<file path="src/rtl/mmu_pkg.sv">
// Shared types for the MMU tile sequencer: FSM state codes and the latched tile command.
package mmu_pkg;

  localparam int unsigned AddrWidth = 16;
  localparam int unsigned CntWidth  = 16;

  // State codes kept as plain constants so older tools can consume them unchanged.
  typedef logic [2:0] state_t;
  localparam state_t StIdle    = 3'd0;
  localparam state_t StClear   = 3'd1;
  localparam state_t StLoadW   = 3'd2;
  localparam state_t StCompute = 3'd3;
  localparam state_t StDrain   = 3'd4;
  localparam state_t StFinish  = 3'd5;

  // Command fields captured on an accepted START. Field widths follow the package widths, so the
  // sequencer's ADDR_WIDTH / CNT_WIDTH must stay equal to AddrWidth / CntWidth.
  typedef struct packed {
    logic                 skip_wload;
    logic [CntWidth-1:0]  num_vectors;
    logic [AddrWidth-1:0] weight_base;
    logic [AddrWidth-1:0] input_base;
    logic [AddrWidth-1:0] result_base;
  } tile_cfg_t;

endpackage

</file>
<file path="src/rtl/mmu_addr_gen.sv">
// Registered base+offset address generator; the address holds whenever the enable is low.
module mmu_addr_gen #(
  parameter int unsigned AddrWidth = 16
) (
  input  logic                 clk_i,
  input  logic                 rst_i,
  input  logic                 en_i,
  input  logic [AddrWidth-1:0] base_i,
  input  logic [AddrWidth-1:0] offset_i,
  output logic [AddrWidth-1:0] addr_o
);

  logic [AddrWidth-1:0] addr_d, addr_q;

  // Load base+offset (wrapping) when enabled, otherwise keep the last address.
  always_comb begin
    addr_d = addr_q;
    if (en_i) begin
      addr_d = base_i + offset_i;
    end
  end

  // Address register with synchronous active-high reset.
  always_ff @(posedge clk_i) begin
    if (rst_i) begin
      addr_q <= '0;
    end else begin
      addr_q <= addr_d;
    end
  end

  assign addr_o = addr_q;

endmodule

</file>
<file path="src/rtl/mmu_sequencer.sv">
// Tile sequencer for the systolic MMU: clear, weight load, input streaming and result drain.
// Every output is a flop loaded from the next state, so a state's controls appear during the
// cycle that state is current.
module mmu_sequencer
  import mmu_pkg::*;
#(
  parameter int unsigned LENGTH       = 256,
  parameter int unsigned ADDR_WIDTH   = AddrWidth,
  parameter int unsigned CNT_WIDTH    = CntWidth,
  parameter int unsigned PIPE_LATENCY = 512
) (
  input  logic                  CLK,
  input  logic                  SYNC_RST,
  input  logic                  START,
  input  logic                  SKIP_WLOAD,
  input  logic [CNT_WIDTH-1:0]  NUM_VECTORS,
  input  logic [ADDR_WIDTH-1:0] WEIGHT_BASE,
  input  logic [ADDR_WIDTH-1:0] INPUT_BASE,
  input  logic [ADDR_WIDTH-1:0] RESULT_BASE,
  input  logic                  HOLD,
  output logic                  BUSY,
  output logic                  DONE,
  output logic                  MMU_EN,
  output logic                  MMU_LOAD,
  output logic                  MMU_SYNC_RST,
  output logic                  WBUF_RD_EN,
  output logic [ADDR_WIDTH-1:0] WBUF_ADDR,
  output logic                  IBUF_RD_EN,
  output logic [ADDR_WIDTH-1:0] IBUF_ADDR,
  output logic                  RBUF_WR_EN,
  output logic [ADDR_WIDTH-1:0] RBUF_ADDR
);

  // Step counter must reach PIPE_LATENCY + 2^CNT_WIDTH - 1 (and LENGTH), hence one spare bit.
  localparam int unsigned LatBits = $clog2(PIPE_LATENCY + 1);
  localparam int unsigned LenBits = $clog2(LENGTH + 1);
  localparam int unsigned MaxA    = (CNT_WIDTH > LatBits) ? CNT_WIDTH : LatBits;
  localparam int unsigned CntW    = ((MaxA > LenBits) ? MaxA : LenBits) + 1;

  localparam logic [CntW-1:0] LenX   = CntW'(LENGTH);
  localparam logic [CntW-1:0] LenM1X = CntW'(LENGTH - 1);
  localparam logic [CntW-1:0] LatX   = CntW'(PIPE_LATENCY);
  localparam logic [CntW-1:0] OneX   = CntW'(1);

  state_t          st_d, st_q;
  logic [CntW-1:0] cnt_d, cnt_q;
  tile_cfg_t       cfg_d, cfg_q;
  logic            hold_act;
  logic [CntW-1:0] nv_x, last_e;

  logic busy_d, done_d, mmu_en_d, mmu_load_d, mmu_clr_d, wbuf_en_d, ibuf_en_d, rbuf_en_d;
  logic busy_q, done_q, mmu_en_q, mmu_load_q, mmu_clr_q, wbuf_en_q, ibuf_en_q, rbuf_en_q;
  logic [ADDR_WIDTH-1:0] w_off, i_off, r_off;

  assign nv_x     = CntW'(cfg_q.num_vectors);
  assign last_e   = LatX + nv_x - OneX;
  // HOLD is ignored in IDLE so a START can still be taken.
  assign hold_act = HOLD && (st_q != StIdle);

  // Next-state and step counter; cnt is k in LOAD_W and e in COMPUTE/DRAIN.
  always_comb begin
    st_d  = st_q;
    cnt_d = cnt_q;
    cfg_d = cfg_q;
    if (!hold_act) begin
      case (st_q)
        StIdle: begin
          if (START) begin
            st_d              = StClear;
            cnt_d             = '0;
            cfg_d.skip_wload  = SKIP_WLOAD;
            cfg_d.num_vectors = NUM_VECTORS;
            cfg_d.weight_base = WEIGHT_BASE;
            cfg_d.input_base  = INPUT_BASE;
            cfg_d.result_base = RESULT_BASE;
          end
        end
        StClear: begin
          cnt_d = '0;
          if (!cfg_q.skip_wload) begin
            st_d = StLoadW;
          end else if (nv_x == '0) begin
            st_d = StFinish;
          end else begin
            st_d = StCompute;
          end
        end
        StLoadW: begin
          if (cnt_q == LenX) begin
            cnt_d = '0;
            st_d  = (nv_x == '0) ? StFinish : StCompute;
          end else begin
            cnt_d = cnt_q + OneX;
          end
        end
        StCompute, StDrain: begin
          if (cnt_q == last_e) begin
            cnt_d = '0;
            st_d  = StFinish;
          end else begin
            cnt_d = cnt_q + OneX;
            st_d  = (cnt_d < nv_x) ? StCompute : StDrain;
          end
        end
        StFinish: st_d = StIdle;
        default:  st_d = StIdle;
      endcase
    end
  end

  // Output decode from the upcoming step; a held cycle drops every strobe.
  always_comb begin
    busy_d     = (st_d != StIdle);
    mmu_clr_d  = !hold_act && (st_d == StClear);
    done_d     = !hold_act && (st_d == StFinish);
    wbuf_en_d  = !hold_act && (st_d == StLoadW) && (cnt_d < LenX);
    // Weight data returns one cycle after its read, so shifting starts at k = 1.
    mmu_load_d = !hold_act && (st_d == StLoadW) && (cnt_d != '0);
    ibuf_en_d  = !hold_act && (st_d == StCompute);
    rbuf_en_d  = !hold_act && ((st_d == StCompute) || (st_d == StDrain)) &&
                 (cnt_d >= LatX) && (cnt_d < LatX + nv_x);
    mmu_en_d   = mmu_load_d || (!hold_act && ((st_d == StCompute) || (st_d == StDrain)));
    w_off      = ADDR_WIDTH'(LenM1X - cnt_d);
    i_off      = ADDR_WIDTH'(cnt_d);
    r_off      = ADDR_WIDTH'(cnt_d - LatX);
  end

  // State, counter, command and strobe registers; reset drops any operation in flight.
  always_ff @(posedge CLK) begin
    if (SYNC_RST) begin
      st_q       <= StIdle;
      cnt_q      <= '0;
      cfg_q      <= '0;
      busy_q     <= 1'b0;
      done_q     <= 1'b0;
      mmu_en_q   <= 1'b0;
      mmu_load_q <= 1'b0;
      mmu_clr_q  <= 1'b0;
      wbuf_en_q  <= 1'b0;
      ibuf_en_q  <= 1'b0;
      rbuf_en_q  <= 1'b0;
    end else begin
      st_q       <= st_d;
      cnt_q      <= cnt_d;
      cfg_q      <= cfg_d;
      busy_q     <= busy_d;
      done_q     <= done_d;
      mmu_en_q   <= mmu_en_d;
      mmu_load_q <= mmu_load_d;
      mmu_clr_q  <= mmu_clr_d;
      wbuf_en_q  <= wbuf_en_d;
      ibuf_en_q  <= ibuf_en_d;
      rbuf_en_q  <= rbuf_en_d;
    end
  end

  mmu_addr_gen #(.AddrWidth(ADDR_WIDTH)) u_wbuf_addr (
    .clk_i    (CLK),
    .rst_i    (SYNC_RST),
    .en_i     (wbuf_en_d),
    .base_i   (cfg_q.weight_base),
    .offset_i (w_off),
    .addr_o   (WBUF_ADDR)
  );

  mmu_addr_gen #(.AddrWidth(ADDR_WIDTH)) u_ibuf_addr (
    .clk_i    (CLK),
    .rst_i    (SYNC_RST),
    .en_i     (ibuf_en_d),
    .base_i   (cfg_q.input_base),
    .offset_i (i_off),
    .addr_o   (IBUF_ADDR)
  );

  mmu_addr_gen #(.AddrWidth(ADDR_WIDTH)) u_rbuf_addr (
    .clk_i    (CLK),
    .rst_i    (SYNC_RST),
    .en_i     (rbuf_en_d),
    .base_i   (cfg_q.result_base),
    .offset_i (r_off),
    .addr_o   (RBUF_ADDR)
  );

  assign BUSY         = busy_q;
  assign DONE         = done_q;
  assign MMU_EN       = mmu_en_q;
  assign MMU_LOAD     = mmu_load_q;
  assign MMU_SYNC_RST = mmu_clr_q;
  assign WBUF_RD_EN   = wbuf_en_q;
  assign IBUF_RD_EN   = ibuf_en_q;
  assign RBUF_WR_EN   = rbuf_en_q;

endmodule

</file>
<file path="config.mk">
export PLATFORM = sky130hd
export DESIGN_NAME = mmu_sequencer
export DESIGN_NICKNAME = d
export VERILOG_FILES = /design/src/rtl/mmu_pkg.sv /design/src/rtl/mmu_addr_gen.sv /design/src/rtl/mmu_sequencer.sv
export SDC_FILE = /design/constraint.sdc
export NUM_CORES = 1
export LEC_CHECK = 0
export ABC_CLOCK_PERIOD_IN_PS = 6550
export BUFFER_PORTS_ARGS = -buffer_cell sky130_fd_sc_hd__buf_4
export CORE_ASPECT_RATIO = 2
export CORE_UTILIZATION = 35
export CTS_CLUSTER_DIAMETER = 200
export DETAILED_ROUTE_END_ITERATION = 16
export SLEW_MARGIN = 20
export SYNTH_ARGS = -nofsm -noshare
export SYNTH_HDL_FRONTEND = slang
export SYNTH_SLANG_ARGS = --single-unit
export TNS_END_PERCENT = 100
</file>
<file path="constraint.sdc">
create_clock -name CLK -period 6.55 [get_ports CLK]
set_clock_uncertainty 0.15 [all_clocks]
set_input_delay 0.9825 -clock CLK [delete_from_list [all_inputs] [get_ports CLK]]
set_output_delay 0.9825 -clock CLK [all_outputs]
set_load 0.05 [all_outputs]
</file>
==> results.sh <==
export IMPL_avgSynthCellArea_um2=8.037
export IMPL_antenna_found_initial=0
export IMPL_setup_viol=0
export IMPL_worstSetupEndpointType="register"
export IMPL_numCtsBuffers=17
export IMPL_n_antenna_cell=0
export IMPL_nNetsFinal=1518
export IMPL_synth_nets=1382
export IMPL_path_clk_slew_ps=60
export IMPL_die_y_um=236.8
export IMPL_finalCritPeriodShare_pct=95.73
export IMPL_gp_congestion=0.9255
export IMPL_synthCells=1200
export IMPL_globalRouteTotalUtil_pct=22.51
export IMPL_clk_latency_ps=440
export IMPL_drive_gt1_share_pct=18.90
export IMPL_port_buffers=124
export IMPL_critical_path_class="reg2reg"
export IMPL_core_um2=27010
export IMPL_max_slew_margin_pct=34.95
export IMPL_slew_violations=0
export IMPL_drc=0
export IMPL_die_x_um=119.4
export IMPL_tightest_slew_ps=975.7
export IMPL_ys_seq_area_share_pct=29.27
export IMPL_hold_path_class="reg2reg"
export IMPL_syn_to_final_growth_pct=23.33
export IMPL_path_max_fanout=7
export IMPL_ys_warnings_count=0
export IMPL_gr_total_overflow=0
export IMPL_io_pins=125
export IMPL_syn_area_um2=9644
export IMPL_ctsHtreeMaxLevel=4
export IMPL_drt_iter0_drc=367
export IMPL_synth_async_reset_ratio_pct=0
export IMPL_p_total_mw=3.168
export IMPL_min_period_ps=6270
export IMPL_postCtsHoldBufs=0
export IMPL_status="finished clean"
export IMPL_dieArea_um2=28260
export IMPL_viasPerCell=5.246
export IMPL_post_drt_wl_per_cell_um=18.11
export IMPL_wl_mm=30.73
export IMPL_gr_usage_met3_pct=3.324
export IMPL_cts_tree="done"
export IMPL_dr_total_vias=8903
export IMPL_maxCapViolCount=0
export IMPL_grt_max_degree=82
export IMPL_worst_endpoint_required_ps=6730
export IMPL_max_freq_ghz=0.1595
export IMPL_top_usage_layer="met2"
export IMPL_grt_util_met1_pct=21.91
export IMPL_setup_tns_final_ps=0
export IMPL_grt_pass1_vias=9035
export IMPL_mostFrequentLayoutCells="buf_4 (177), nand2_1 (158), dfxtp_1 (139)"
export IMPL_worst_ep_arrival_time_ps=6450
export IMPL_grtUsageMet2_pct=42.62
export IMPL_cp_start_kind="register"
export IMPL_yosys_cell_types_count=77
export IMPL_power_density_nw_per_um2=266.4
export IMPL_cts_buffer_depth=2
export IMPL_initial_core_util_pct=35.70
export IMPL_ys_ff_latch=141
export IMPL_grt_pass1_wl_mm=48.19
export IMPL_vdd_drop_max_uv=218.1
export IMPL_dp_hpwl_mm=24.34
export IMPL_layout_commonest_cell="buf_4"
export IMPL_cts_root_buffer="clkbuf_16"
export IMPL_leakagePower_nw=5.538
export IMPL_synth_edf_count=0
export IMPL_cts_sinks=141
export IMPL_synthFlopType="dfxtp_1"
export IMPL_antenna_left=0
export IMPL_dr_pass1_iters=6
export IMPL_num_rows=85
export IMPL_rsz0062_at_grt="no"
export IMPL_hold_viol=0
where the power goes:
| part | total (mW) | internal [mW] | switching (mW) |
|---|---|---|---|
| Sequential | 1.02 | 0.943 | 0.0740 |
| Combinational | 1.10 | 0.428 | 0.669 |
| Clock | 1.05 | 0.649 | 0.406 |
| Total | 3.17 | 2.02 | 1.15 |
synthesized netlist by cell type (all sizes together) (3+ instances only):
cell type  count  area share (%)
nand4         17             1.1
a211oi         9            0.75
o31a           8            0.73
nand2b         6            0.39
a21o          21             1.6
o21a          10            0.78
a21oi        126             6.6
a31oi         10            0.71
or3           11            0.71
dfxtp        141              29
and4           4            0.36
nor4b          4            0.43
a21boi         3            0.23
nand2        158             6.1
buf           13             1.2
nor4          13            0.91
xor2          14             1.3
o41ai          3            0.27
o21bai         8            0.62
a2111o         4            0.47
nand3b         5            0.52
nor3b          4            0.31
o221ai         3            0.27
and3           8            0.52
mux2i         33             3.4
nor2         116             4.5
and2           4            0.26
o21ai         28             1.6
nor2b         15            0.97
or4            7            0.58
nor3          23             1.2
or2            8            0.52
inv           89             3.5
xnor2         64             5.8
fa             3            0.62
nand3         15            0.78
ha           110              14
clkbuf        49             1.9
sequential cells by signal, summed over array words and instances, names as in the netlist, 3 cells and up:
signal / flops
cfg_q: 65
cnt_q: 17
st_q: 3
u_rbuf_addr.addr_o: 16
u_wbuf_addr.addr_o: 16
u_ibuf_addr.addr_o: 16
cell families (layout without fill, tap and decap cells):
logic type | Yosys count | after routing | synth area share [%]
XOR/XNOR | 80 | 80 | 7.564
AO/OA/AOI/OAI | 258 | 258 | 17.35
AND/OR/NAND/NOR | 423 | 423 | 20.78
adder cells (fa/ha/maj) | 114 | 114 | 15.00
flip-flops | 141 | 141 | 29.27
multiplexers | 33 | 33 | 3.425
buffers and inverters | 151 | 300 | 6.617
routing by layer:
| layer | up-vias | wire length, µm |
|---|---|---|
| li1 | 4433 | - |
| met1 | 4168 | 11130 |
| met2 | 220 | 16650 |
| met3 | 82 | 961 |
| met4 | 0 | 1990 |
| met5 | - | 0 |
final cells by class:
| cell class | instances | area, µm² |
|---|---|---|
| fillers | 2752 | 15120 |
| multi-input cells | 908 | 6299 |
| inverters | 89 | 334.1 |
| well taps | 348 | 435.4 |
| clock buffers | 19 | 442.9 |
| repair buffers | 179 | 1369 |
| clock inverters | 13 | 188.9 |
| flip-flops and latches | 141 | 2825 |
what timing repair did:
action                                 CTS  global route
gates resized for setup                  1            21
setup buffers                            0             1
cloned                                   0             0
setup endpoints to repair                1            22
pin swaps                                0             6
endpoints found under the hold margin    0             0
per-stage QoR:
step,setup slack [ps],area (µm²),instances,util [%],hold WS (ps)
6_report,280.0,11890,1697,44.03,305.7
4_1_cts,79.30,11810,1696,43.70,307.1
2_1_floorplan,11.74,9664,1200,-,286.3
3_5_place_dp,34.43,11170,1664,41.36,298.2
3_3_place_gp,105.7,11170,1664,41.36,295.2
5_1_grt,13.64,11890,1697,44.03,326.1
path summary, 6_finish.rpt:
path | to | depth (start not counted) | startpoint | slack (ps)
max | u_rbuf_addr.addr_o[15] | 24 | cfg_q[48] | 280
min | cfg_q[9] | 2 | cfg_q[9] | 310
max reg2reg | u_rbuf_addr.addr_o[15] | 24 | cfg_q[48] | 280
min reg2reg | cfg_q[9] | 2 | cfg_q[9] | 310
critical path, cell delays in order, from the launching register on:
cell and delay (ps):
dfxtp_2 340, or4_4 550, or4_4 520, a21oi_2 130, a21oi_1 90, or4b_1 510
a2111o_1 400, a22oi_4 180, buf_4 180, o21a_1 140, inv_1 70, ha_1 180
ha_2 180, fa_2 340, a21oi_1 140, o21bai_1 110, and2_1 180, or4_1 410
a31oi_2 220, o21bai_1 100, a2111o_1 390, a31o_2 250, a21oi_2 140, xnor2_1 80
o21a_1 160
Note: power is estimated with default switching activity, not from simulation.
